<file path="config.mk">
export PLATFORM = sky130hd
export DESIGN_NAME = nios_noc_bridge
export DESIGN_NICKNAME = d
export VERILOG_FILES = /design/src/rtl/nios_noc_pkg.sv /design/src/rtl/nios_noc_bridge_sync_fifo.sv /design/src/rtl/nios_noc_bridge.sv
export SDC_FILE = /design/constraint.sdc
export NUM_CORES = 1
export LEC_CHECK = 0
export BUFFER_PORTS_ARGS = -buffer_cell sky130_fd_sc_hd__clkbuf_2
export CAP_MARGIN = 25
export CORE_MARGIN = 2
export CORE_UTILIZATION = 30
export CTS_BUF_LIST = sky130_fd_sc_hd__clkbuf_8 sky130_fd_sc_hd__clkbuf_16
export CTS_CLUSTER_DIAMETER = 80
export DETAILED_ROUTE_END_ITERATION = 12
export PLACE_DENSITY = 0.58
export SLEW_MARGIN = 40
export SYNTH_ARGS = -nofsm -noshare
export SYNTH_HDL_FRONTEND = slang
export SYNTH_SLANG_ARGS = --single-unit
</file>
<file path="constraint.sdc">
create_clock -name clk -period 5.3 [get_ports clk]
set_input_delay 1.06 -clock clk [delete_from_list [all_inputs] [get_ports clk]]
set_output_delay 1.06 -clock clk [all_outputs]
set_load 0.05 [all_outputs]
</file>
<file path="src/rtl/nios_noc_pkg.sv">
// Shared NoC packet definitions for the Nios II PIO to TDMA NoC bridge.
package nios_noc_pkg;

  localparam int NOC_ADDR_W = 7;
  localparam int NOC_DATA_W = 31;
  localparam int NOC_PKT_W  = NOC_ADDR_W + NOC_DATA_W;

  // One network packet: destination/source port plus payload (38 bits).
  typedef struct packed {
    logic [NOC_ADDR_W-1:0] addr;
    logic [NOC_DATA_W-1:0] data;
  } noc_pkt_t;

  // Presentation register occupancy.
  typedef enum logic [0:0] {
    PR_EMPTY = 1'b0,
    PR_HELD  = 1'b1
  } pr_state_t;

endpackage

</file>
<file path="src/rtl/nios_noc_bridge_sync_fifo.sv">
// Synchronous FIFO with registered pointers. The extra pointer MSB tells
// full from empty. A push into a full FIFO succeeds only with a same-cycle pop.
module sync_fifo #(
  parameter int WIDTH = 38,
  parameter int DEPTH = 4
) (
  input  logic             clk,
  input  logic             reset_n,
  input  logic             push,
  input  logic             pop,
  input  logic [WIDTH-1:0] wdata,
  output logic [WIDTH-1:0] rdata,
  output logic             full,
  output logic             empty
);

  localparam int AW = $clog2(DEPTH);

  logic [AW:0]      wr_ptr;
  logic [AW:0]      rd_ptr;
  logic [WIDTH-1:0] mem [DEPTH];
  logic             do_push;
  logic             do_pop;

  assign empty   = (wr_ptr == rd_ptr);
  assign full    = (wr_ptr[AW-1:0] == rd_ptr[AW-1:0]) && (wr_ptr[AW] != rd_ptr[AW]);
  assign do_pop  = pop & ~empty;
  assign do_push = push & (~full | do_pop);
  assign rdata   = mem[rd_ptr[AW-1:0]];

  // Pointer advance on accepted push/pop; wrap is implicit in the pointer width.
  always_ff @(posedge clk or negedge reset_n) begin
    if (!reset_n) begin
      wr_ptr <= '0;
      rd_ptr <= '0;
    end else begin
      if (do_push) wr_ptr <= wr_ptr + {{AW{1'b0}}, 1'b1};
      if (do_pop)  rd_ptr <= rd_ptr + {{AW{1'b0}}, 1'b1};
    end
  end

  // Storage is cleared on reset so the head fields read as zero afterwards.
  always_ff @(posedge clk or negedge reset_n) begin
    if (!reset_n) begin
      for (int i = 0; i < DEPTH; i++) mem[i] <= '0;
    end else if (do_push) begin
      mem[wr_ptr[AW-1:0]] <= wdata;
    end
  end

endmodule

</file>
<file path="src/rtl/nios_noc_bridge.sv">
// Bridge between Nios II PIO message ports and the TDMA NoC port. Toggle
// edges on the send PIOs become one-shot TX packets; received packets are
// shown one at a time on the receive PIOs with a toggle/ack handshake.
module nios_noc_bridge
  import nios_noc_pkg::*;
#(
  parameter int FIFO_DEPTH = 4,
  parameter int DROP_W     = 8
) (
  input  logic                  clk,
  input  logic                  reset_n,
  input  logic [7:0]            pio_send_addr,
  input  logic [31:0]           pio_send_data,
  output logic [7:0]            pio_recv_addr,
  output logic [31:0]           pio_recv_data,
  output logic                  noc_tx_valid,
  input  logic                  noc_tx_ready,
  output logic [NOC_ADDR_W-1:0] noc_tx_addr,
  output logic [NOC_DATA_W-1:0] noc_tx_data,
  input  logic                  noc_rx_valid,
  input  logic [NOC_ADDR_W-1:0] noc_rx_addr,
  input  logic [NOC_DATA_W-1:0] noc_rx_data,
  output logic                  tx_full,
  output logic [DROP_W-1:0]     tx_drop_cnt,
  output logic [DROP_W-1:0]     rx_drop_cnt
);

  function automatic logic [DROP_W-1:0] sat_inc(input logic [DROP_W-1:0] v);
    if (&v) sat_inc = v;
    else    sat_inc = v + {{(DROP_W-1){1'b0}}, 1'b1};
  endfunction

  logic              primed;
  logic              tx_tog;
  logic              ack;
  logic              tx_req;
  logic              ack_evt;
  logic              tx_pop;
  logic              tx_empty;
  logic              tx_drop;
  logic              rx_full;
  logic              rx_empty;
  logic              rx_drop;
  logic              pr_load;
  noc_pkt_t          tx_in;
  noc_pkt_t          tx_head;
  noc_pkt_t          rx_in;
  noc_pkt_t          rx_head;
  pr_state_t         pr_state;
  pr_state_t         pr_next;
  logic [6:0]        recv_addr;
  logic [31:0]       recv_data;

  // Toggle edges only count once the first post-reset edge has sampled the
  // software's current toggle levels.
  assign tx_req  = primed & (pio_send_data[31] ^ tx_tog);
  assign ack_evt = primed & (pio_send_addr[7] ^ ack);
  assign tx_pop  = ~tx_empty & noc_tx_ready;
  assign tx_drop = tx_req & tx_full & ~tx_pop;
  assign rx_drop = noc_rx_valid & rx_full & ~pr_load;

  assign tx_in   = '{addr: pio_send_addr[6:0], data: pio_send_data[30:0]};
  assign rx_in   = '{addr: noc_rx_addr, data: noc_rx_data};

  assign noc_tx_valid  = ~tx_empty;
  assign noc_tx_addr   = tx_head.addr;
  assign noc_tx_data   = tx_head.data;
  assign pio_recv_addr = {1'b0, recv_addr};
  assign pio_recv_data = recv_data;

  sync_fifo #(.WIDTH(NOC_PKT_W), .DEPTH(FIFO_DEPTH)) u_tx_fifo (
    .clk     (clk),
    .reset_n (reset_n),
    .push    (tx_req),
    .pop     (tx_pop),
    .wdata   (tx_in),
    .rdata   (tx_head),
    .full    (tx_full),
    .empty   (tx_empty)
  );

  sync_fifo #(.WIDTH(NOC_PKT_W), .DEPTH(FIFO_DEPTH)) u_rx_fifo (
    .clk     (clk),
    .reset_n (reset_n),
    .push    (noc_rx_valid),
    .pop     (pr_load),
    .wdata   (rx_in),
    .rdata   (rx_head),
    .full    (rx_full),
    .empty   (rx_empty)
  );

  // Priming flag and last-seen software toggle levels (tracked every cycle).
  always_ff @(posedge clk or negedge reset_n) begin
    if (!reset_n) begin
      primed <= 1'b0;
      tx_tog <= 1'b0;
      ack    <= 1'b0;
    end else begin
      primed <= 1'b1;
      tx_tog <= pio_send_data[31];
      ack    <= pio_send_addr[7];
    end
  end

  // Presentation register state register.
  always_ff @(posedge clk or negedge reset_n) begin
    if (!reset_n) pr_state <= PR_EMPTY;
    else          pr_state <= pr_next;
  end

  // Presentation register next state: fill from RX FIFO, release on ack.
  always_comb begin
    pr_next = pr_state;
    case (pr_state)
      PR_EMPTY: if (!rx_empty) pr_next = PR_HELD;  else pr_next = PR_EMPTY;
      PR_HELD:  if (ack_evt)   pr_next = PR_EMPTY; else pr_next = PR_HELD;
      default:  pr_next = PR_EMPTY;
    endcase
  end

  // Presentation register outputs: load (and pop) the RX head when empty.
  always_comb begin
    pr_load = 1'b0;
    case (pr_state)
      PR_EMPTY: pr_load = ~rx_empty;
      PR_HELD:  pr_load = 1'b0;
      default:  pr_load = 1'b0;
    endcase
  end

  // Receive PIO registers; bit 31 flips on each newly presented word.
  always_ff @(posedge clk or negedge reset_n) begin
    if (!reset_n) begin
      recv_addr <= 7'd0;
      recv_data <= 32'd0;
    end else if (pr_load) begin
      recv_addr <= rx_head.addr;
      recv_data <= {~recv_data[31], rx_head.data};
    end
  end

  // Saturating drop counters for requests/packets lost on a full FIFO.
  always_ff @(posedge clk or negedge reset_n) begin
    if (!reset_n) begin
      tx_drop_cnt <= '0;
      rx_drop_cnt <= '0;
    end else begin
      if (tx_drop) tx_drop_cnt <= sat_inc(tx_drop_cnt);
      if (rx_drop) rx_drop_cnt <= sat_inc(rx_drop_cnt);
    end
  end

endmodule

</file>
==> results of run 1 <==
==> power by group <==
group,total [mW],internal [mW],switching (mW)
Combinational,6.32,2.81,3.51
Clock,3.23,1.98,1.25
Sequential,5.08,4.30,0.776
==> state kept, by name (all words and copies together) (netlist names) <==
signal,cells
u_rx_fifo.rd_ptr,3
ack,1
recv_addr,7
tx_drop_cnt,8
rx_drop_cnt,8
pio_recv_data,32
u_tx_fifo.rd_ptr,3
u_tx_fifo.mem,152
tx_tog,1
primed,1
pr_state,1
u_tx_fifo.wr_ptr,3
u_rx_fifo.wr_ptr,3
u_rx_fifo.mem,152
==> cells in the mapped netlist, drive strengths merged, types with 4 or more instances <==
cell type,number
nand4,4
nor2,4
xor2,16
nor3,6
dfrtp,375
buf,52
mux2,351
mux4,76
clkbuf,5
nor4,5
nand3,16
nand2,12
xnor2,13
ha,12
inv,6
==> logic make-up (layout without fill, tap and decap cells) <==
kind of cell	count (synthesis)	count (layout)	share of synthesized area, %
XOR/XNOR	29	29	1.61
multiplexers	427	427	35.2
AND/OR/NAND/NOR	54	54	1.90
adder cells (fa/ha/maj)	12	12	0.923
other	2	3	0.0461
AO/OA/AOI/OAI	3	3	0.154
buffers and inverters	63	289	2.48
flip-flops	375	375	57.7
==> worst min path at each step <==
stage                      startpoint                end  slack, ns  cells past startpoint
floorplan           u_rx_fifo.mem[55]  u_rx_fifo.mem[55]       0.46                      1
global placement    pio_recv_data[31]  pio_recv_data[31]       0.45                      1
detailed placement  pio_recv_data[31]  pio_recv_data[31]       0.46                      1
global route                  reset_n  u_tx_fifo.mem[53]       0.47                      1
finish                        reset_n  u_tx_fifo.mem[12]       0.44                      1
CTS                           reset_n  u_tx_fifo.mem[91]       0.44                      1
==> area by class of cell <==
class                   count  area [µm²]  share of cell area (%)
flip-flops and latches    375        9390                    48.1
multi-input cells         527        6540                    33.5
clock buffers              57        1340                    6.84
repair buffers            198        1130                    5.78
well taps                 696         871                    4.46
clock inverters            28         251                    1.29
inverters                   6        22.5                   0.115
diodes                      1        2.50                  0.0128
==> critical path: stages (launching register included) <==
cell      delay (ns)
dfrtp_2         0.84
buf_4           0.50
mux4_2          0.58
clkbuf_2        0.26
==> per-stage QoR <==
| stage | worst slack (ns) | total power [mW] | hold slack (ns) |
|---|---|---|---|
| after floorplan | 2.48 | 10.0 | 0.459 |
| after global placement | 1.89 | 11.4 | 0.455 |
| after detailed placement | 1.87 | 11.6 | 0.456 |
| after CTS | 1.35 | 14.9 | 0.442 |
| after global routing | 1.27 | 15.5 | 0.468 |
| final | 1.48 | 14.6 | 0.443 |
==> per-layer routing <==
metal	track usage [%]	part of all wire, %	vias to the layer above
met5	0	0.036	-
met4	3.97	2.1	2
met3	3.25	5.2	61
met2	20.9	47	175
met1	17.3	45	4742
li1	-	-	3960
==> metrics, run 1 <==
Pre-antenna DRT Iters 4; Startpoint Class flip-flop; core box area 0.0537 mm²; layout net count 1249; Max Transition Viols Final 0; biggest area consumer among synthesized cells dfrtp_1; die height 237 µm; worst slew pin tran 0.813 ns; crit-path max FO 21; Seq cells post-synth 375; Synth warnings 0; Die Wd 237 µm; Cells after Synth 965; final RePlAce weighted congestion 0.711; GRT Overall Usage 13.0%; VDD IR max 0.349 mV; area delta synth->final 20.1%; most area-consuming cells after synthesis dfrtp_1 (58%), mux2_2 (18%), mux4_2 (11%); asr flop ratio synth 100%; cell area after synthesis 0.0163 mm²; MaxCap Viol Count 0; fin crit period 3.82 ns; GRT overflow 0; Post-synth EDFFs 0; port bufs 176; vias in the first global route 9725; critical path class flip-flop to output port; vias 8940; setup TNS 0 ns; commonest non-fill, non-tap cells in the layout dfrtp_1 (371), mux2_2 (258), clkbuf_2 (175); leakage power total 8.67 nW; worst skew pair latency 0.57 ns; hold buffers post-CTS 0; layout cells sized above 1 53.9%; post-route ant nets 0; largest net degree at the start of global routing 103; beginning of the critical path u_tx_fifo.rd_ptr[0]; Hold Crit Class input pin to asynchronous set/reset pin; antenna violations before repair 1; dpl cells 1802; DRT iter0 DRCs 450; CTS Root Cell clkbuf_16; CP required 4.24 ns; slew margin rel. 45.7%; critical path data arrival time 2.76 ns; vias per std cell 4.74; FMAX 261 MHz; Total Routed Length 35800 µm; Setup crit end kind output port; H-tree Lvls 2; final setup vio count 0; Filler Cell Count 5080; # IOs 178; Worst Skew 0.0169 ns; Final Hold Viols 0; Setup crit end noc_tx_data[28]; post-route clock period utilization 72.2%; clk sinks 375; Final HPWL DP 22700 µm; wire per inst 19.0 µm; design area 0.0195 mm²; Max Root-Sink Buffers 3; RSZ-0062 raised after global routing no; DRC violations left 0; outcome finished, final reports clean; TritonCTS clock tree built; utilization after layout 36.4%; cell row count 85; CTS Buf Count 47; Synth Flop Type dfrtp_1; syn_area_per_cell 16.9 µm²; Worst Reg-to-Reg Cells 5; Die ar. 0.0561 mm²; Unique masters post-synth 33; first-pass GRT wire length 57400 µm; worst r2r src u_tx_fifo.rd_ptr[0]; post-CTS sizing 0; Reg2Reg Setup Slack 2.21 ns; DP Area 0.0179 mm²; Post-CTS Setup Repair Bufs 0; final std cells w/o fill 1888; area share of the largest cell type after synthesis 57.7%; initial core utilization 30.3%; terminus of the critical flop-to-flop path u_tx_fifo.mem[127]; Post-Syn Nets 1059; Pwr Density 749 mW/mm²; Seq/Total Area, Yosys 57.7%; Reg clk slew, reported paths 0.06 ns; most common cell after layout, fill and taps aside dfrtp_1
(Power assumes the default switching activity.)
==> run 2, diff against run 1 <==
Settings changed: PLACE_DENSITY 0.58 to 0.6.
Clock period 5.3 ns to 3.15 ns, I/O delays scaled along.
==> run 2 against run 1 <==
  * Critical path depth is the same
  * Highest routed layer unchanged
  * Final cell count grew 0.64%
  * Largest cell class unchanged
  * Critical endpoint is now noc_tx_addr[1]
  * Count of clock-buffer cells in the layout grew 5
==> metrics, run 2 (synthesized netlist as in run 1, its figures left out) <==
outcome finished, final reports clean (unchanged); critical path class flip-flop to output port (unchanged); Final Total Pwr 24.6 mW (was 14.6 mW); core box area 0.0537 mm² (unchanged); most common cell after layout, fill and taps aside dfrtp_1 (unchanged); DRT iter0 DRCs 317 (was 450); Setup crit end kind output port (unchanged); critical path data arrival time 2.21 ns (was 2.76 ns); fin crit period 2.84 ns; leakage power total 8.74 nW (was 8.67 nW); dpl cells 1813 (was 1802); CTS Root Cell clkbuf_16 (unchanged); Die ar. 0.0561 mm² (unchanged); DRC violations left 0 (unchanged); Final Hold Viols 0 (unchanged); cell row count 85 (unchanged); final setup vio count 0 (unchanged); slew margin rel. 54.7% (was 45.7%); Pre-antenna DRT Iters 4 (unchanged); GRT overflow 0 (unchanged); worst skew pair latency 0.57 ns (about the same); Die Wd 237 µm (unchanged); Worst Skew 0.0213 ns (was 0.0169 ns); Total Routed Length 35800 µm (about the same); post-route ant nets 0 (unchanged); FMAX 352 MHz; GRT Overall Usage 13.1% (was 13.0%); vias 8923 (was 8940); first-pass GRT wire length 57600 µm (was 57400 µm); post-route clock period utilization 90.3%; Startpoint Class flip-flop (unchanged); layout net count 1259 (was 1249); final std cells w/o fill 1900 (was 1888); commonest non-fill, non-tap cells in the layout dfrtp_1 (371), mux2_2 (258), clkbuf_2 (175) (unchanged); wire per inst 18.8 µm (was 19.0 µm); final RePlAce weighted congestion 0.726 (was 0.711); crit-path max FO 38 (was 21); RSZ-0062 raised after global routing no (unchanged); hold buffers post-CTS 0 (unchanged); die height 237 µm (unchanged); # IOs 178 (unchanged); clk sinks 375 (unchanged); antenna violations before repair 4 (was 1); Hold Crit Class input pin to asynchronous set/reset pin (unchanged); Pwr Density 1250 mW/mm² (was 749 mW/mm²); Max Root-Sink Buffers 3 (unchanged); port bufs 176 (unchanged); TritonCTS clock tree built (unchanged); VDD IR max 0.680 mV (was 0.349 mV); CTS Buf Count 46 (was 47); setup TNS 0 ns (unchanged); post-CTS sizing 0 (unchanged); CP required 2.52 ns (was 4.24 ns); MaxCap Viol Count 0 (unchanged); area delta synth->final 20.9% (was 20.1%); Final HPWL DP 22800 µm (was 22700 µm); layout cells sized above 1 54.3% (was 53.9%); vias per std cell 4.70 (was 4.74); initial core utilization 30.3% (unchanged); worst slew pin tran 0.680 ns (was 0.813 ns); Post-CTS Setup Repair Bufs 0 (unchanged); Max Transition Viols Final 0 (unchanged); H-tree Lvls 2 (unchanged); Reg clk slew, reported paths 0.06 ns (about the same); largest net degree at the start of global routing 70 (was 103); vias in the first global route 9995 (was 9725)
[run 2: cell count changes in the layout (fill, tap and decap cells not counted), sizes merged]
| cell | previous run | this run |
|---|---|---|
| buf | 23 | 34 |
| clkinv | 12 | 5 |
| clkbuf | 232 | 237 |
| clkinvlp | 0 | 3 |
| bufinv | 4 | 3 |
| diode | 1 | 2 |
[run 2: where the power goes]
part           total (mW)  internal (mW)  switching, mW  leakage [nW]
clock network        5.39           3.31           2.08         0.812
logic                10.7           4.77           5.94          3.43
registers            8.48           7.24           1.24          4.49
[run 2: final cells by class]
type | instances | area (µm²)
fill | 5126 | 34000
sequential | 375 | 9390
tap | 696 | 871
timing repair buffer | 209 | 1290
inverter | 6 | 22.5
antenna | 2 | 5.00
multi-input combinational | 527 | 6510
clock inverter | 23 | 200
clock buffer | 62 | 1380
[run 2: final timing paths]
check | slack, ns | end | cells after the start | start
max | 0.31 | noc_tx_addr[1] | 3 | u_tx_fifo.rd_ptr[0]
min | 0.04 | u_tx_fifo.mem[16] | 1 | reset_n
max reg2reg | 0.75 | u_tx_fifo.mem[34] | 5 | u_tx_fifo.wr_ptr[1]
min reg2reg | 0.47 | pio_recv_data[31] | 1 | pio_recv_data[31]
max in group asynchronous | 2.32 | u_rx_fifo.mem[10] | 2 | reset_n
min in group clk | 0.20 | ack | 1 | pio_send_addr[7]
[run 2: stage by stage]
step	hold WS (ns)	cell area, µm²	utilization [%]	setup WS, ns
after detailed placement	0.461	18100	33.7	0.507
after global placement	0.457	18100	33.7	0.568
after global routing	0.0754	19700	36.6	0.192
after floorplan	0.334	16300	-	0.756
after CTS	0.0483	19700	36.6	0.235
final	0.0358	19700	36.6	0.305
[run 2: layer usage]
layer | vias up | routed length (µm) | share of wire, % | global-route usage, %
met5 | - | 12 | 0.034 | 0
li1 | 3977 | - | - | -
met3 | 59 | 2310 | 6.5 | 3.80
met1 | 4705 | 15500 | 43 | 16.6
met4 | 2 | 785 | 2.2 | 3.97
met2 | 180 | 17200 | 48 | 21.5
[run 2: critical path, cell delays in order, from the launching register on]
cell,delay [ns]
dfrtp_2,0.43
buf_12,0.33
mux4_2,0.59
clkbuf_2,0.26
